--- config.mk ---
export PLATFORM = sky130hd
export DESIGN_NAME = instruction_fetch_unit
export DESIGN_NICKNAME = d
export VERILOG_FILES = /design/src/rtl/instruction_fetch_unit.sv
export SDC_FILE = /design/constraint.sdc
export NUM_CORES = 1
export LEC_CHECK = 0
export BUFFER_PORTS_ARGS = -buffer_cell sky130_fd_sc_hd__buf_4
export CAP_MARGIN = 20
export CORE_ASPECT_RATIO = 0.7
export CORE_MARGIN = 3
export CORE_UTILIZATION = 35
export DETAILED_ROUTE_END_ITERATION = 12
export HOLD_SLACK_MARGIN = 0.1
export PLACE_DENSITY = 0.74
export SETUP_SLACK_MARGIN = 0.4
export SLEW_MARGIN = 10
export SYNTH_ARGS = -nofsm -noshare
export SYNTH_HDL_FRONTEND = slang
export SYNTH_SLANG_ARGS = --single-unit
--- constraint.sdc ---
create_clock -name Clock -period 1.9 [get_ports Clock]
set_clock_uncertainty 0.2 [all_clocks]
set_input_delay 0.57 -clock Clock [delete_from_list [all_inputs] [get_ports Clock]]
set_output_delay 0.57 -clock Clock [all_outputs]
set_load 0.02 [all_outputs]
--- src/rtl/instruction_fetch_unit.sv ---
// Pipeline front end: drives the ROM address from the PC, registers the returned instruction,
// resolves JMP locally and takes BLE redirects from execute.
module instruction_fetch_unit #(
    parameter int unsigned           ADDR_WIDTH = 16,
    parameter int unsigned           INSN_WIDTH = 28,
    parameter logic [ADDR_WIDTH-1:0] RESET_PC   = '0,
    parameter logic [3:0]            JMP_OPCODE = 4'hA
) (
    input  logic                  Clock,
    input  logic                  Reset,
    output logic [ADDR_WIDTH-1:0] oAddress,
    input  logic [INSN_WIDTH-1:0] iInstruction,
    input  logic                  iStall,
    input  logic                  iBranchTaken,
    input  logic [7:0]            iBranchTarget,
    output logic [INSN_WIDTH-1:0] oInstruction,
    output logic [ADDR_WIDTH-1:0] oPC,
    output logic                  oValid
);

    typedef enum logic [1:0] {StStart, StRun, StRedirect} state_e;

    state_e                state_q, state_d;
    logic [ADDR_WIDTH-1:0] pc_q, pc_d;
    logic [ADDR_WIDTH-1:0] opc_q, opc_d;
    logic [INSN_WIDTH-1:0] insn_q, insn_d;
    logic                  valid_q, valid_d;

    logic                  is_jmp;
    logic [7:0]            jmp_target;

    assign is_jmp     = (iInstruction[INSN_WIDTH-1 -: 4] == JMP_OPCODE);
    assign jmp_target = iInstruction[INSN_WIDTH-5 -: 8];

    always_comb begin
        state_d = state_q;
        pc_d    = pc_q;
        opc_d   = opc_q;
        insn_d  = insn_q;
        valid_d = valid_q;
        if (iBranchTaken) begin
            // Execute redirect outranks stall and any JMP currently on the ROM bus.
            pc_d    = ADDR_WIDTH'(iBranchTarget);
            insn_d  = '0;
            valid_d = 1'b0;
            state_d = StRedirect;
        end else if (iStall) begin
            state_d = state_q;
        end else if (is_jmp) begin
            // JMP is consumed here and never reaches decode.
            pc_d    = ADDR_WIDTH'(jmp_target);
            insn_d  = '0;
            valid_d = 1'b0;
            state_d = StRedirect;
        end else begin
            insn_d  = iInstruction;
            opc_d   = pc_q;
            valid_d = 1'b1;
            pc_d    = pc_q + ADDR_WIDTH'(1);
            state_d = StRun;
        end
    end

    always_ff @(posedge Clock or negedge Reset) begin
        if (!Reset) begin
            state_q <= StStart;
            pc_q    <= RESET_PC;
            opc_q   <= '0;
            insn_q  <= '0;
            valid_q <= 1'b0;
        end else begin
            state_q <= state_d;
            pc_q    <= pc_d;
            opc_q   <= opc_d;
            insn_q  <= insn_d;
            valid_q <= valid_d;
        end
    end

    assign oAddress     = pc_q;
    assign oInstruction = insn_q;
    assign oPC          = opc_q;
    assign oValid       = valid_q;

endmodule

; ---- Yosys cells after proc, flatten, opt, wreduce, memory -nomap -nowiden
; Cells that the tools add are included.
[totals]
in_bits = 40
register_bits = 61
elab_cells = 20
out_inout_bits = 61
[classes]
reduce_logical = 1
n_bitwise = 3
addsub = 1
eq_ne = 2
n_mux = 9
[op_table]
columns = operator, count
row1 = 28-bit 2-to-1 mux, 3
row2 = 16-bit 2-to-1 mux, 3
row3 = 16-bit by 1-bit adder with 16-bit output (second input constant), 1
row4 = 4-bit equality test (second input constant), 1
row5 = 1-bit 2-to-1 mux, 3
row6 = 1-bit NOT, 3
row7 = 3-bit AND reduction, 1
row8 = 2-bit by 1-bit inequality test with 1-bit output (second input constant), 1

; ---- Depth between registers and ports, before layout
; Gate-level depths: netlist of the first run.
[depth]
ltp_word = 4
ltp_mapped = 6

; ---- Worst setup path before layout of the first run
; Ideal clock, no wire load.
[synth_path]
path_kind = flip-flop to flip-flop
startpoint = register pc_q[0] (netlist: oAddress[0])
endpoint = register pc_q[14] (netlist: oAddress[14])
setup_slack_ps = -278
setup_time_ps = 69
t_arrival_ps = 1909
period_less_slack_ps = 2178
stages_incl_launch_ff = 6
cell_sequence = dfrtp_1 -> ha_1 -> and4_1 -> or3b_4 -> or4_1 -> nand3_1
[synth_between]
elab_chain_len = 4
[synth_rtl]
columns = element, line
row1 = "start, declared", 24  ; logic [ADDR_WIDTH-1:0] pc_q, pc_d;
row2 = "start signal, assigned", 73  ; pc_q <= pc_d;
row3 = 16-bit by 1-bit adder with 16-bit output, 59  ; pc_d = pc_q + ADDR_WIDTH'(1);
row4 = 16-bit 2-to-1 mux, 49  ; end else if (is_jmp) begin
row5 = 16-bit 2-to-1 mux, 47  ; end else if (iStall) begin
row6 = 16-bit 2-to-1 mux, 41  ; if (iBranchTaken) begin
; Every way passes these cells. The select of a mux whose other input is x is not followed.
; A chain may end at the register's enable or synchronous reset.

; ---- Worst setup path after layout of the first run
[layout_path]
startpoint = register pc_q[0] (netlist: oAddress[0])
endpoint = register pc_q[13] (netlist: oAddress[13])
; The elaborated chain is that of the path after synthesis.

==> results of run 1 <==
-- path summary, 6_finish.rpt --
kind                                        from           end  slack, ns  cells past startpoint
worst max-delay path                 oAddress[0]  oAddress[13]      -0.04                      5
worst min-delay path            iBranchTarget[0]   oAddress[0]       0.26                      3
worst max register to register       oAddress[0]  oAddress[13]      -0.04                      5
worst min register to register           oPC[15]       oPC[15]       0.31                      2
max in group asynchronous                  Reset   oAddress[1]       0.72                      3
min in group asynchronous                  Reset       oPC[12]       0.53                      3
-- what timing repair did --
action	CTS	global route
buffers inserted	42	19
pin swaps	30	29
cloned	5	1
hold buffers	1	0
setup endpoints to repair	119	119
hold endpoints to repair	61	0
gates resized for setup	136	39
-- logic make-up after synthesis --
group / after synthesis / synth area share, %
fa+ha+maj: 1 / 0.4685
buf+inv: 22 / 3.374
xor+xnor: 5 / 1.640
mux: 8 / 3.046
flops: 61 / 57.17
simple gates: 104 / 18.46
compound gates: 58 / 15.84
-- report_power, final --
| group | switching [mW] | internal (mW) |
|---|---|---|
| combinational | 0.471 | 0.576 |
| sequential | 0.0780 | 1.39 |
| clock | 0.505 | 0.807 |
-- Yosys cell counts, drive strengths merged, types with 4 or more instances --
cell / instances / area (µm²)
clkbuf: 10 / 37.54
nor2: 10 / 37.54
nand2: 61 / 229.0
a21oi: 9 / 45.04
mux2i: 7 / 70.07
inv: 4 / 15.01
nand3: 7 / 40.04
buf: 8 / 37.54
a22o: 26 / 227.7
o21ai: 14 / 70.07
dfrtp: 61 / 1526
-- critical path, cell delays in order (launching register included) --
cell and delay, ns:
dfrtp_2 0.42, buf_6 0.11, nand3_1 0.11, or4_4 0.47, o41a_2 0.48, o21ai_1 0.07
-- state kept, by name, summed over array words and instances, names as in the netlist --
signal / flops
oInstruction: 28
oAddress: 16
oPC: 16
oValid: 1
-- per-layer routing --
layer  up-vias  global-route usage [%]
li1       1315                       -
met1      1407                   30.42
met2       138                   35.23
met3        17                   5.849
met4         0                   5.043
met5         -                       0
-- layout make-up --
cell class              instances  area share, %
clock buffers                  12          2.893
clock inverters                 4          1.307
inverters                       4         0.2800
multi-input cells             177          25.10
flip-flops and latches         61          28.72
well taps                      94          2.193
repair buffers                206          39.50
==> impl_results.md, run 1 <==
- Status: complete, but fails checks
- Violated checks: setup timing
- Slew Viols, Final: 0
- RD Place Congestion: 0.8304
- Transition time of the tightest slew-check pin: 0.3450 ns
- Nets: 500
- I/O pin cnt: 101
- IO buf count: 100
- Inserted Clock Buffers: 9
- Yosys warns: 0
- Routed WL: 9839 µm
- Pre-CTS setup slack: -0.1752 ns
- Final core occ: 75.86%
- Routed wire per std cell: 17.63 µm
- Crit share post-route: 102.0%
- CP Class: register to register
- Post-Layout Cell Count: 558
- Largest fanout on the critical path: 4
- Die H: 79.08 µm
- FP Rows: 25
- Crit end category: register
- Register bit total from synthesis: 61
- Clk Tree Root Cell: clkbuf_8
- Routed Antenna Nets: 0
- Initial antenna violation count: 0
- Core ar.: 7069 µm²
- GRT Residual Overflow: 0
- Hold Crit Class: primary input to register
- Worst Path Arrival: 2.00 ns
- Slew headroom: 76.81%
- Most frequent cells in the layout: 95 x buf_6, 94 x buf_4, 50 x dfrtp_1
- Worst skew pair latency: 0.33 ns
- Final hold vios: 0
- Die area: 8729 µm²
- Setup WS post-layout: -0.03767 ns
- CTS tree: built
- CTS clk-pin slew, worst paths: 0.07 ns
- Lkg Pwr: 2.705 nW
- RSZ-0062 raised after global routing: yes
- Peak Freq: 516.1 MHz
- Area after DPL: 3882 µm²
- Final setup viols: 3
- Antenna cells: 0
- FF/Latch Area: 1540 µm²
- Area of the multi-input gates: 1346 µm²
- TritonRoute pass-1 iters: 7
- Maximum buffer depth of the clock tree: 2
- Max-Cap Viols: 0
- Die X: 110.4 µm
- Fillers: 449
- Cell Area, Synth: 2670 µm²
- Post-Syn Nets: 300
- Sequential element share of the synthesized area: 57.17%
- Layout cells sized above 1: 62.50%
- Min Clock Period, post-route: 1.938 ns
- Met3 wire length: 703 µm
- Initial Util: 37.77%
- CP Launch Type: register
- Vias in the first global route: 2953
- Synth unique cells: 38
- Gr usage total: 22.15%
- Design Area, Final: 5363 µm²
- Min Hold Slack: 0.2607 ns
- Metal-1 WL: 4300 µm
- Initial DRC count: 186
- First-pass GRT wire length: 14920 µm
- Mean Syn Cell Area: 10.31 µm²
- Drt drc: 0
- Met2 wire length: 4716 µm
- Detailed Place HPWL: 5651 µm
- Worst vdd ir: 0.3975 mV
- Uppermost layer routed: met4
- Async S/R FF share, synth: 100.0%
- Pwr dens: 713.9 nW/µm²
- Synth Instances: 259
- Pwr Total: 3.828 mW
- DR vias/cell: 5.156
- Detailed-route via count: 2877
- Dpl cells: 474
- Commonest non-fill, non-tap cell in the layout: buf_6
- CP required: 1.96 ns
- Total negative slack: -0.06866 ns
- Clock net sink count: 61
- H-tree depth: 3
- Pin count of the biggest net entering global routing: 39
- Primary FF master, synth: dfrtp_1
- Layout area overhead: 100.8%
- Number of synthesized flops with an enable pin: 0
No activity file was read; power rests on OpenSTA's default activity.
==> run 2: changes to the inputs <==
--- a/config.mk
+++ b/config.mk
@@ -7,7 +7,6 @@
 export LEC_CHECK = 0
 export BUFFER_PORTS_ARGS = -buffer_cell sky130_fd_sc_hd__buf_4
 export CAP_MARGIN = 20
-export CORE_ASPECT_RATIO = 0.7
 export CORE_MARGIN = 3
 export CORE_UTILIZATION = 35
 export DETAILED_ROUTE_END_ITERATION = 12
==> run 2 against run 1 <==
Sequential power is essentially flat. Global-route usage is 0.14 points lower. Largest cell class unchanged. Wire length up 0.96%. Hold slack worse by 0.015 ns. The run still ends with setup timing left. Flip-flop and latch count stayed put.
==> impl_results.md, run 2 (synthesized netlist as in run 1, its figures left out) <==
- Most frequent cells in the layout: 105 x buf_6, 86 x buf_4, 51 x dfrtp_1
- RSZ-0062 raised after global routing: yes
- Pre-CTS setup slack: -0.1738 ns
- Vias in the first global route: 2978
- Drt drc: 0
- Pwr Total: 3.517 mW
- Layout area overhead: 92.64%
- Slowest stage delay, CP: 0.45 ns
- First-pass GRT wire length: 14810 µm
- RD Place Congestion: 0.7878
- Min Hold Slack: 0.2454 ns
- Crit share post-route: 104.3%
- Slew Viols, Final: 0
- IO buf count: 100
- FP Rows: 31
- Clock net sink count: 61
- Worst Path Arrival: 1.21 ns
- Max-Cap Viols: 0
- Largest fanout on the critical path: 4
- CTS tree: built
- Total negative slack: -0.2295 ns
- CP Launch Type: register
- Transition time of the tightest slew-check pin: 0.3577 ns
- H-tree depth: 3
- Lkg Pwr: 2.552 nW
- Die area: 8712 µm²
- Inserted Clock Buffers: 9
- Nets: 493
- Status: complete, but fails checks
- Worst skew pair latency: 0.35 ns
- Gr usage total: 22.01%
- CTS clk-pin slew, worst paths: 0.08 ns
- Die X: 93.34 µm
- Clk Tree Root Cell: clkbuf_8
- Routed Antenna Nets: 0
- Core ar.: 7331 µm²
- Violated checks: setup timing
- Slew headroom: 76.16%
- Pin count of the biggest net entering global routing: 38
- TritonRoute pass-1 iters: 4
- Initial Util: 36.42%
- Pwr dens: 683.7 nW/µm²
- Slowest CP cell: dfrtp_2
- CP most frequent cell: buf_4
- Initial DRC count: 206
- Commonest non-fill, non-tap cell in the layout: buf_6
- GRT Residual Overflow: 0
- Crit end category: output pin
- Die H: 93.34 µm
- CP Class: register to output pin
- Cell Chain, Critical Path: buf_4 -> buf_4 -> buf_6
- Detailed Place HPWL: 5567 µm
- Min Clock Period, post-route: 1.982 ns
- Layout cells sized above 1: 61.49%
- Maximum buffer depth of the clock tree: 2
- Initial antenna violation count: 0
- Hold Crit Class: primary input to register
- Final hold vios: 0
- I/O pin cnt: 101
- Antenna cells: 0
- Detailed-route via count: 2809
- Setup WS post-layout: -0.08158 ns
- Final setup viols: 5
- DR vias/cell: 5.052
- Routed WL: 9933 µm
- CP required: 1.13 ns
- Peak Freq: 504.6 MHz
- Worst vdd ir: 0.4022 mV
- Number of flip-flops in the largest register: 28
- Routed wire per std cell: 17.87 µm
==> run 2: path summary, 6_finish.rpt <==
| kind | slack, ns | to | depth (start not counted) | startpoint |
|---|---|---|---|---|
| max | -0.08 | oAddress[0] | 3 | oAddress[0] |
| max reg2reg | -0.06 | oAddress[10] | 6 | oAddress[0] |
| min | 0.25 | oInstruction[4] | 2 | iInstruction[4] |
| min in group asynchronous | 0.46 | oInstruction[18] | 2 | Reset |
| max in group asynchronous | 0.52 | oInstruction[25] | 3 | Reset |
| min reg2reg | 0.33 | oInstruction[22] | 1 | oInstruction[22] |
==> run 2: timing repair <==
| item | 4_1_cts | 5_1_grt |
|---|---|---|
| cloned | 3 | 0 |
| hold buffers | 1 | 0 |
| setup endpoints to repair | 112 | 118 |
| hold endpoints to repair | 24 | 0 |
| resized for setup | 123 | 45 |
| buffers inserted | 43 | 18 |
| pin swaps | 37 | 21 |
==> run 2: area by class of cell <==
cell class / instances / area, µm²
fillers: 474 / 2187
repair buffers: 200 / 2003
flip-flops and latches: 61 / 1539
multi-input cells: 176 / 1286
clock buffers: 9 / 123.9
well taps: 99 / 123.9
clock inverters: 7 / 52.55
inverters: 4 / 15.01
==> run 2: critical path, delay by kind of cell (launching register included) <==
family,cells,cell delay (ns)
buffers and inverters,3,0.41
flip-flops,1,0.45
==> run 2: power by group <==
group | leakage, nW | switching (mW) | total, mW | internal, mW
sequential | 0.795 | 0.0843 | 1.47 | 1.39
combinational | 1.68 | 0.449 | 0.992 | 0.543
clock | 0.0774 | 0.578 | 1.05 | 0.473
total | 2.55 | 1.11 | 3.52 | 2.41
==> run 2: layer usage <==
layer  part of all wire, %  vias to the layer above  GRT usage (%)
li1                      -                     1299              -
met1                    40                     1370          27.39
met2                    52                      122          36.57
met3                   6.1                       18          5.390
met4                   1.8                        0          8.913
met5                     0                        -              0
==> run 2: stage by stage <==
stage,utilization (%),area [µm²],instances
after floorplan,-,2798,259
after global placement,52.12,3821,475
after detailed placement,52.12,3821,475
after CTS,65.98,4837,538
after global routing,70.17,5144,556
final,70.17,5144,556
